--- src/rtl/hsk_chk_pkg.sv ---
// Shared types and helpers for the start/ready/busy handshake window checker.
package hsk_chk_pkg;

    typedef enum logic [1:0] {
        IDLE = 2'd0,
        WAIT = 2'd1,
        BUSY = 2'd2
    } state_e;

    typedef enum logic [2:0] {
        ERR_NONE    = 3'd0,
        ERR_EARLY   = 3'd1,
        ERR_TIMEOUT = 3'd2,
        ERR_SHORT   = 3'd3,
        ERR_LONG    = 3'd4,
        ERR_OVERLAP = 3'd5
    } err_e;

    // Width of the per-channel k/b counters; the +2 leaves headroom past the larger limit.
    function automatic int cnt_width(input int lat_max, input int busy_max);
        int m;
        m = (lat_max > busy_max) ? lat_max : busy_max;
        return $clog2(m + 2);
    endfunction

endpackage

--- src/rtl/hsk_chk_channel.sv ---
// One handshake channel: IDLE/WAIT/BUSY FSM with latency and busy-length counters.
// Optional concurrent assertions are compiled when HSK_CHK_SVA_EN is defined.
module hsk_chk_channel
    import hsk_chk_pkg::*;
#(
    parameter int LAT_MIN  = 2,
    parameter int LAT_MAX  = 4,
    parameter int BUSY_MIN = 2,
    parameter int BUSY_MAX = 5
) (
    input  logic       clk,
    input  logic       rst,
    input  logic       enable,
    input  logic       clr_err,
    input  logic       start,
    input  logic       ready,
    input  logic       busy,
    output logic       active,
    output logic       pass_pulse,
    output logic       err_pulse,
    output logic [2:0] err_code,
    output logic       err_sticky,
    output logic       err_now
);

    localparam int CW = cnt_width(LAT_MAX, BUSY_MAX);

    state_e        state_q, state_d;
    logic [CW-1:0] k_q, k_d;
    logic [CW-1:0] b_q, b_d;
    err_e          err_d;
    logic          pass_d;
    err_e          code_q;
    logic          sticky_q;
    logic          pass_q;
    logic          err_q;

    // Overlap is checked before the per-state rules so it always wins.
    always_comb begin
        state_d = state_q;
        k_d     = k_q;
        b_d     = b_q;
        err_d   = ERR_NONE;
        pass_d  = 1'b0;
        if (!enable) begin
            state_d = IDLE;
            k_d     = '0;
            b_d     = '0;
        end else if (start && (state_q != IDLE)) begin
            err_d   = ERR_OVERLAP;
            state_d = WAIT;
            k_d     = CW'(1);
            b_d     = '0;
        end else begin
            case (state_q)
                IDLE: begin
                    if (start) begin
                        state_d = WAIT;
                        k_d     = CW'(1);
                    end
                end
                WAIT: begin
                    if (ready) begin
                        if (k_q < CW'(LAT_MIN)) begin
                            err_d   = ERR_EARLY;
                            state_d = IDLE;
                        end else begin
                            state_d = BUSY;
                            b_d     = '0;
                        end
                    end else if (k_q == CW'(LAT_MAX)) begin
                        err_d   = ERR_TIMEOUT;
                        state_d = IDLE;
                    end else begin
                        k_d = k_q + CW'(1);
                    end
                end
                BUSY: begin
                    // b == BUSY_MAX with busy still high means this is sample BUSY_MAX+1.
                    if (busy) begin
                        if (b_q == CW'(BUSY_MAX)) begin
                            err_d   = ERR_LONG;
                            state_d = IDLE;
                        end else begin
                            b_d = b_q + CW'(1);
                        end
                    end else if (b_q < CW'(BUSY_MIN)) begin
                        err_d   = ERR_SHORT;
                        state_d = IDLE;
                    end else begin
                        pass_d  = 1'b1;
                        state_d = IDLE;
                    end
                end
                default: state_d = IDLE;
            endcase
        end
    end

    assign err_now = (err_d != ERR_NONE);

    always_ff @(posedge clk or posedge rst) begin
        if (rst) begin
            state_q <= IDLE;
            k_q     <= '0;
            b_q     <= '0;
        end else begin
            state_q <= state_d;
            k_q     <= k_d;
            b_q     <= b_d;
        end
    end

    // A fresh error outranks a concurrent clear.
    always_ff @(posedge clk or posedge rst) begin
        if (rst) begin
            pass_q   <= 1'b0;
            err_q    <= 1'b0;
            code_q   <= ERR_NONE;
            sticky_q <= 1'b0;
        end else begin
            pass_q <= pass_d;
            err_q  <= err_now;
            if (err_now) begin
                code_q   <= err_d;
                sticky_q <= 1'b1;
            end else if (clr_err) begin
                code_q   <= ERR_NONE;
                sticky_q <= 1'b0;
            end
        end
    end

    assign active     = (state_q != IDLE);
    assign pass_pulse = pass_q;
    assign err_pulse  = err_q;
    assign err_code   = code_q;
    assign err_sticky = sticky_q;

`ifdef HSK_CHK_SVA_EN
    a_no_early: assert property (@(posedge clk) disable iff (rst || !enable)
        (state_q == WAIT && !start && k_q < CW'(LAT_MIN)) |-> !ready)
        else $error("%m: handshake error code %0d", ERR_EARLY);

    a_no_timeout: assert property (@(posedge clk) disable iff (rst || !enable)
        (state_q == WAIT && !start && k_q == CW'(LAT_MAX)) |-> ready)
        else $error("%m: handshake error code %0d", ERR_TIMEOUT);

    a_no_short: assert property (@(posedge clk) disable iff (rst || !enable)
        (state_q == BUSY && !start && !busy) |-> (b_q >= CW'(BUSY_MIN)))
        else $error("%m: handshake error code %0d", ERR_SHORT);

    a_no_long: assert property (@(posedge clk) disable iff (rst || !enable)
        (state_q == BUSY && !start && busy) |-> (b_q != CW'(BUSY_MAX)))
        else $error("%m: handshake error code %0d", ERR_LONG);

    a_no_overlap: assert property (@(posedge clk) disable iff (rst || !enable)
        (state_q != IDLE) |-> !start)
        else $error("%m: handshake error code %0d", ERR_OVERLAP);

    c_pass: cover property (@(posedge clk) disable iff (rst || !enable) pass_d);
`endif

endmodule

--- config.mk ---
export PLATFORM = sky130hd
export DESIGN_NAME = hsk_chk_channel
export DESIGN_NICKNAME = d
export VERILOG_FILES = /design/src/rtl/hsk_chk_pkg.sv /design/src/rtl/hsk_chk_channel.sv
export SDC_FILE = /design/constraint.sdc
export NUM_CORES = 1
export LEC_CHECK = 0
export CAP_MARGIN = 20
export CORE_MARGIN = 2
export CORE_UTILIZATION = 56
export CTS_CLUSTER_DIAMETER = 60
export DETAILED_ROUTE_END_ITERATION = 8
export PLACE_DENSITY_LB_ADDON = 0.2
export REMOVE_ABC_BUFFERS = 1
export SETUP_SLACK_MARGIN = 0.2
export SYNTH_ARGS = -nofsm -noshare
export SYNTH_HDL_FRONTEND = slang
export SYNTH_SLANG_ARGS = --single-unit
--- constraint.sdc ---
create_clock -name clk -period 3.65 [get_ports clk]
set_input_delay 1.095 -clock clk [delete_from_list [all_inputs] [get_ports clk]]
set_output_delay 1.095 -clock clk [all_outputs]
set_load 0.01 [all_outputs]
==> impl_metrics.sql <==
INSERT INTO impl_metrics (metric_group, metric, value, unit) VALUES
('outcome', 'status', 'complete, no violations', ''),
('sta', 'min_period_over_period', '92.13', '%'),
('die', 'initial_core_util', '58.28', '%'),
('die', 'placeableCoreArea', '1670', 'µm²'),
('synthesis', 'post_synthesis_instance_area', '973.4', 'µm²'),
('sta', 'setup-tns-final', '0', 'ps'),
('layout', 'flow.area_growth_from_synthesis', '26.73', '%'),
('synthesis', 'yosysWarningCount', '0', ''),
('route', 'antenna_violating_nets_post_route', '0', ''),
('layout', 'final_design_area_no_fill', '1234', 'µm²'),
('route', 'drt-pass1-iter-count', '4', ''),
('synthesis', 'synth-seq-area-share', '35.99', '%'),
('die', 'die_y', '45.69', 'µm'),
('synthesis', 'synth_seq_cells', '14', ''),
('global_routing', 'largest_net_degree_at_the_start_of_global_routing', '15', ''),
('flow_run', 'maxCapViolCount', '0', ''),
('sta', 'post-route-worst-setup-slack', '287.2', 'ps'),
('global_routing', 'grt-ovfl-total', '0', ''),
('power', 'finalPower', '0.3846', 'mW'),
('critical_path', 'crit_arrival', '2270', 'ps'),
('sta', 'worst_pin_slew', '542.0', 'ps'),
('route', 'viasPerCell', '6.021', ''),
('place', 'dpl_worst_slack', '-303.5', 'ps'),
('critical_path', 'critical_path_peak_fanout', '4', ''),
('layout', 'drive_above_1_share', '20.16', '%'),
('global_routing', 'grt_antenna_before_repair', '0', ''),
('clock_tree', 'ctsRootBufferMaster', 'sky130_fd_sc_hd__clkbuf_4', ''),
('hold_path', 'holdCritPathClass', 'flop to flop', ''),
('clock_tree', 'clk_latency', '270', 'ps'),
('critical_path', 'critPathRequiredTime', '2550', 'ps'),
('synthesis', 'synth_edf_count', '0', ''),
('synthesis', 'netlist_instances', '102', ''),
('synthesis', 'number_of_library_cell_types_mapped_by_synthesis', '40', ''),
('clock_tree', 'holdBufCountCts', '0', ''),
('power', 'power-per-cell-area', '311.7', 'nW/µm²'),
('route', 'routed_wirelength', '2.143', 'mm'),
('clock_tree', 'tritoncts.num_buffers', '3', ''),
('power', 'static-leakage-power', '0.5543', 'nW'),
('sta', 'final.setup_skew', '6.194', 'ps'),
('critical_path', 'setup.worst_path.end_class', 'output port', ''),
('sta', 'final_max_slew_viol_count', '0', ''),
('layout', 'num-fill-cells', '121', ''),
('place', 'place_hpwl', '1.692', 'mm'),
('clock_tree', 'clock_path_buffers', '2', ''),
('global_routing', 'wire_length_of_the_first_global_routing_pass', '3.401', 'mm'),
('place', 'place.gp.congestion', '0.8171', ''),
('synthesis', 'async_reset_ff_share', '100.0', '%'),
('place', 'place_area', '1205', 'µm²'),
('sta', 'headroom_to_the_max_slew_limit', '63.83', '%'),
('sta', 'period_needed', '3363', 'ps'),
('die', 'rows', '15', ''),
('layout', 'finish.net_count', '146', ''),
('sta', 'setup-violations-final', '0', ''),
('clock_tree', 'clk_pin_slew_worst_paths', '80', 'ps'),
('clock_tree', 'tritoncts', 'built', ''),
('synthesis', 'synth.avg_cell_area', '9.543', 'µm²'),
('global_routing', 'grt_use_total', '22.88', '%'),
('route', 'dr_total_vias', '879', ''),
('critical_path', 'critPathKind', 'primary input to output port', ''),
('place', 'port-buffer-count', '14', ''),
('sta', 'finalHoldViolCount', '0', ''),
('layout', 'utilization', '73.86', '%'),
('sta', 'clock.fmax', '297.4', 'MHz'),
('power', 'peakVddDrop', '0.0002201', 'V'),
('layout', 'layout_common_cells', 'sky130_fd_sc_hd__inv_1, sky130_fd_sc_hd__dfrtp_1, sky130_fd_sc_hd__buf_4', ''),
('route', 'drt_wl_cell', '14.68', 'µm'),
('die', 'io_pins', '15', ''),
('clock_tree', 'cts.sinks', '14', ''),
('route', 'detailedRoute.firstIterationViolations', '27', ''),
('critical_path', 'element_type_at_the_critical_path_start', 'primary input', ''),
('synthesis', 'synthFlopType', 'sky130_fd_sc_hd__dfrtp_1', ''),
('clock_tree', 'h-tree-depth', '1', ''),
('layout', 'mostFrequentLayoutCell', 'sky130_fd_sc_hd__inv_1', ''),
('route', 'drc_errors', '0', ''),
('die', 'die_area', '2088', 'µm²'),
('sta', 'rsz_0062_raised_after_global_routing', 'no', ''),
('layout', 'n_antenna_cell', '0', ''),
('die', 'die_x', '45.69', 'µm'),
('global_routing', 'grt_pass1_vias', '850', '');
==> logic make-up after synthesis <==
| kind of cell | Yosys count | share of synthesized area [%] |
|---|---|---|
| compound gates | 30 | 25.45 |
| fa+ha+maj | 8 | 10.28 |
| buf+inv | 16 | 6.297 |
| flops | 14 | 35.99 |
| mux | 1 | 1.157 |
| simple gates | 33 | 20.82 |
==> worst max-delay path, cell delays in order <==
cell and delay, ps:
sky130_fd_sc_hd__dlygate4sd2_1 290, sky130_fd_sc_hd__nor4b_4 330, sky130_fd_sc_hd__o2111ai_2 150, sky130_fd_sc_hd__and2b_4 190, sky130_fd_sc_hd__nand2b_1 70, sky130_fd_sc_hd__buf_2 130
==> synth_stat cells (3+ instances only) <==
cell type | count | area, µm²
sky130_fd_sc_hd__ha_1 | 8 | 100.1
sky130_fd_sc_hd__inv_1 | 15 | 56.30
sky130_fd_sc_hd__a21oi_1 | 4 | 20.02
sky130_fd_sc_hd__nor2_1 | 5 | 18.77
sky130_fd_sc_hd__dfrtp_1 | 14 | 350.3
sky130_fd_sc_hd__nand2b_1 | 3 | 18.77
sky130_fd_sc_hd__o21ai_0 | 3 | 15.01
sky130_fd_sc_hd__a32o_1 | 3 | 30.03
sky130_fd_sc_hd__nor3_1 | 3 | 15.01
sky130_fd_sc_hd__nand2_1 | 8 | 30.03
==> worst paths after layout <==
path / from / endpoint / slack [ps] / cells past startpoint
max in group asynchronous: rst / k_q[0]$_DFFE_PP0P_ / 2120 / 2
min in group asynchronous: rst / b_q[0]$_DFFE_PP0P_ / 1170 / 2
worst min-delay path: err_code[0]$_DFFE_PP0P_ / err_code[0]$_DFFE_PP0P_ / 520 / 1
worst max-delay path: busy / err_now / 290 / 6
worst max register to register: state_q[0]$_DFFE_PP0P_ / err_code[0]$_DFFE_PP0P_ / 1750 / 7
worst min register to register: err_code[0]$_DFFE_PP0P_ / err_code[0]$_DFFE_PP0P_ / 520 / 1
==> per-layer routing <==
metal  global-route usage [%]  routed length (µm)  up-vias
met5                        0                   0        -
met4                    12.00                  29        0
met3                    4.762                  89        5
met2                    38.87                1068       27
met1                    26.78                 954      422
li1                         -                   -      425
==> state kept, by name (all words and copies together) (netlist names) <==
name and flops:
err_code 3, k_q 3, pass_pulse 1, state_q 2
err_sticky 1, b_q 3, err_pulse 1
==> area by class of cell <==
| cell class | instances | area [µm²] | share of cell area [%] |
|---|---|---|---|
| clock buffers | 3 | 22.52 | 1.826 |
| inverters | 15 | 56.30 | 4.564 |
| multi-input cells | 72 | 565.5 | 45.84 |
| flip-flops and latches | 14 | 350.3 | 28.40 |
| well taps | 17 | 21.27 | 1.724 |
| repair buffers | 25 | 217.7 | 17.65 |
==> through the flow <==
step	std cells	hold slack, ps
after floorplan	101	506.2
after global placement	142	477.3
after detailed placement	142	498.7
after CTS	146	517.0
after global routing	146	534.2
final	146	519.4
==> report_power, final <==
group / internal [mW] / switching [mW] / total [mW]
registers: 0.166 / 0.00655 / 0.172
logic: 0.0615 / 0.0656 / 0.127
clock network: 0.0382 / 0.0470 / 0.0851
total: 0.265 / 0.119 / 0.385
==> what timing repair did <==
item                                    4_1_cts  5_1_grt
resized for setup                             8        1
pin swaps                                     2        0
buffers inserted                              1        0
endpoints found under the setup margin        1        1
Power figures use the tool's default switching activity.
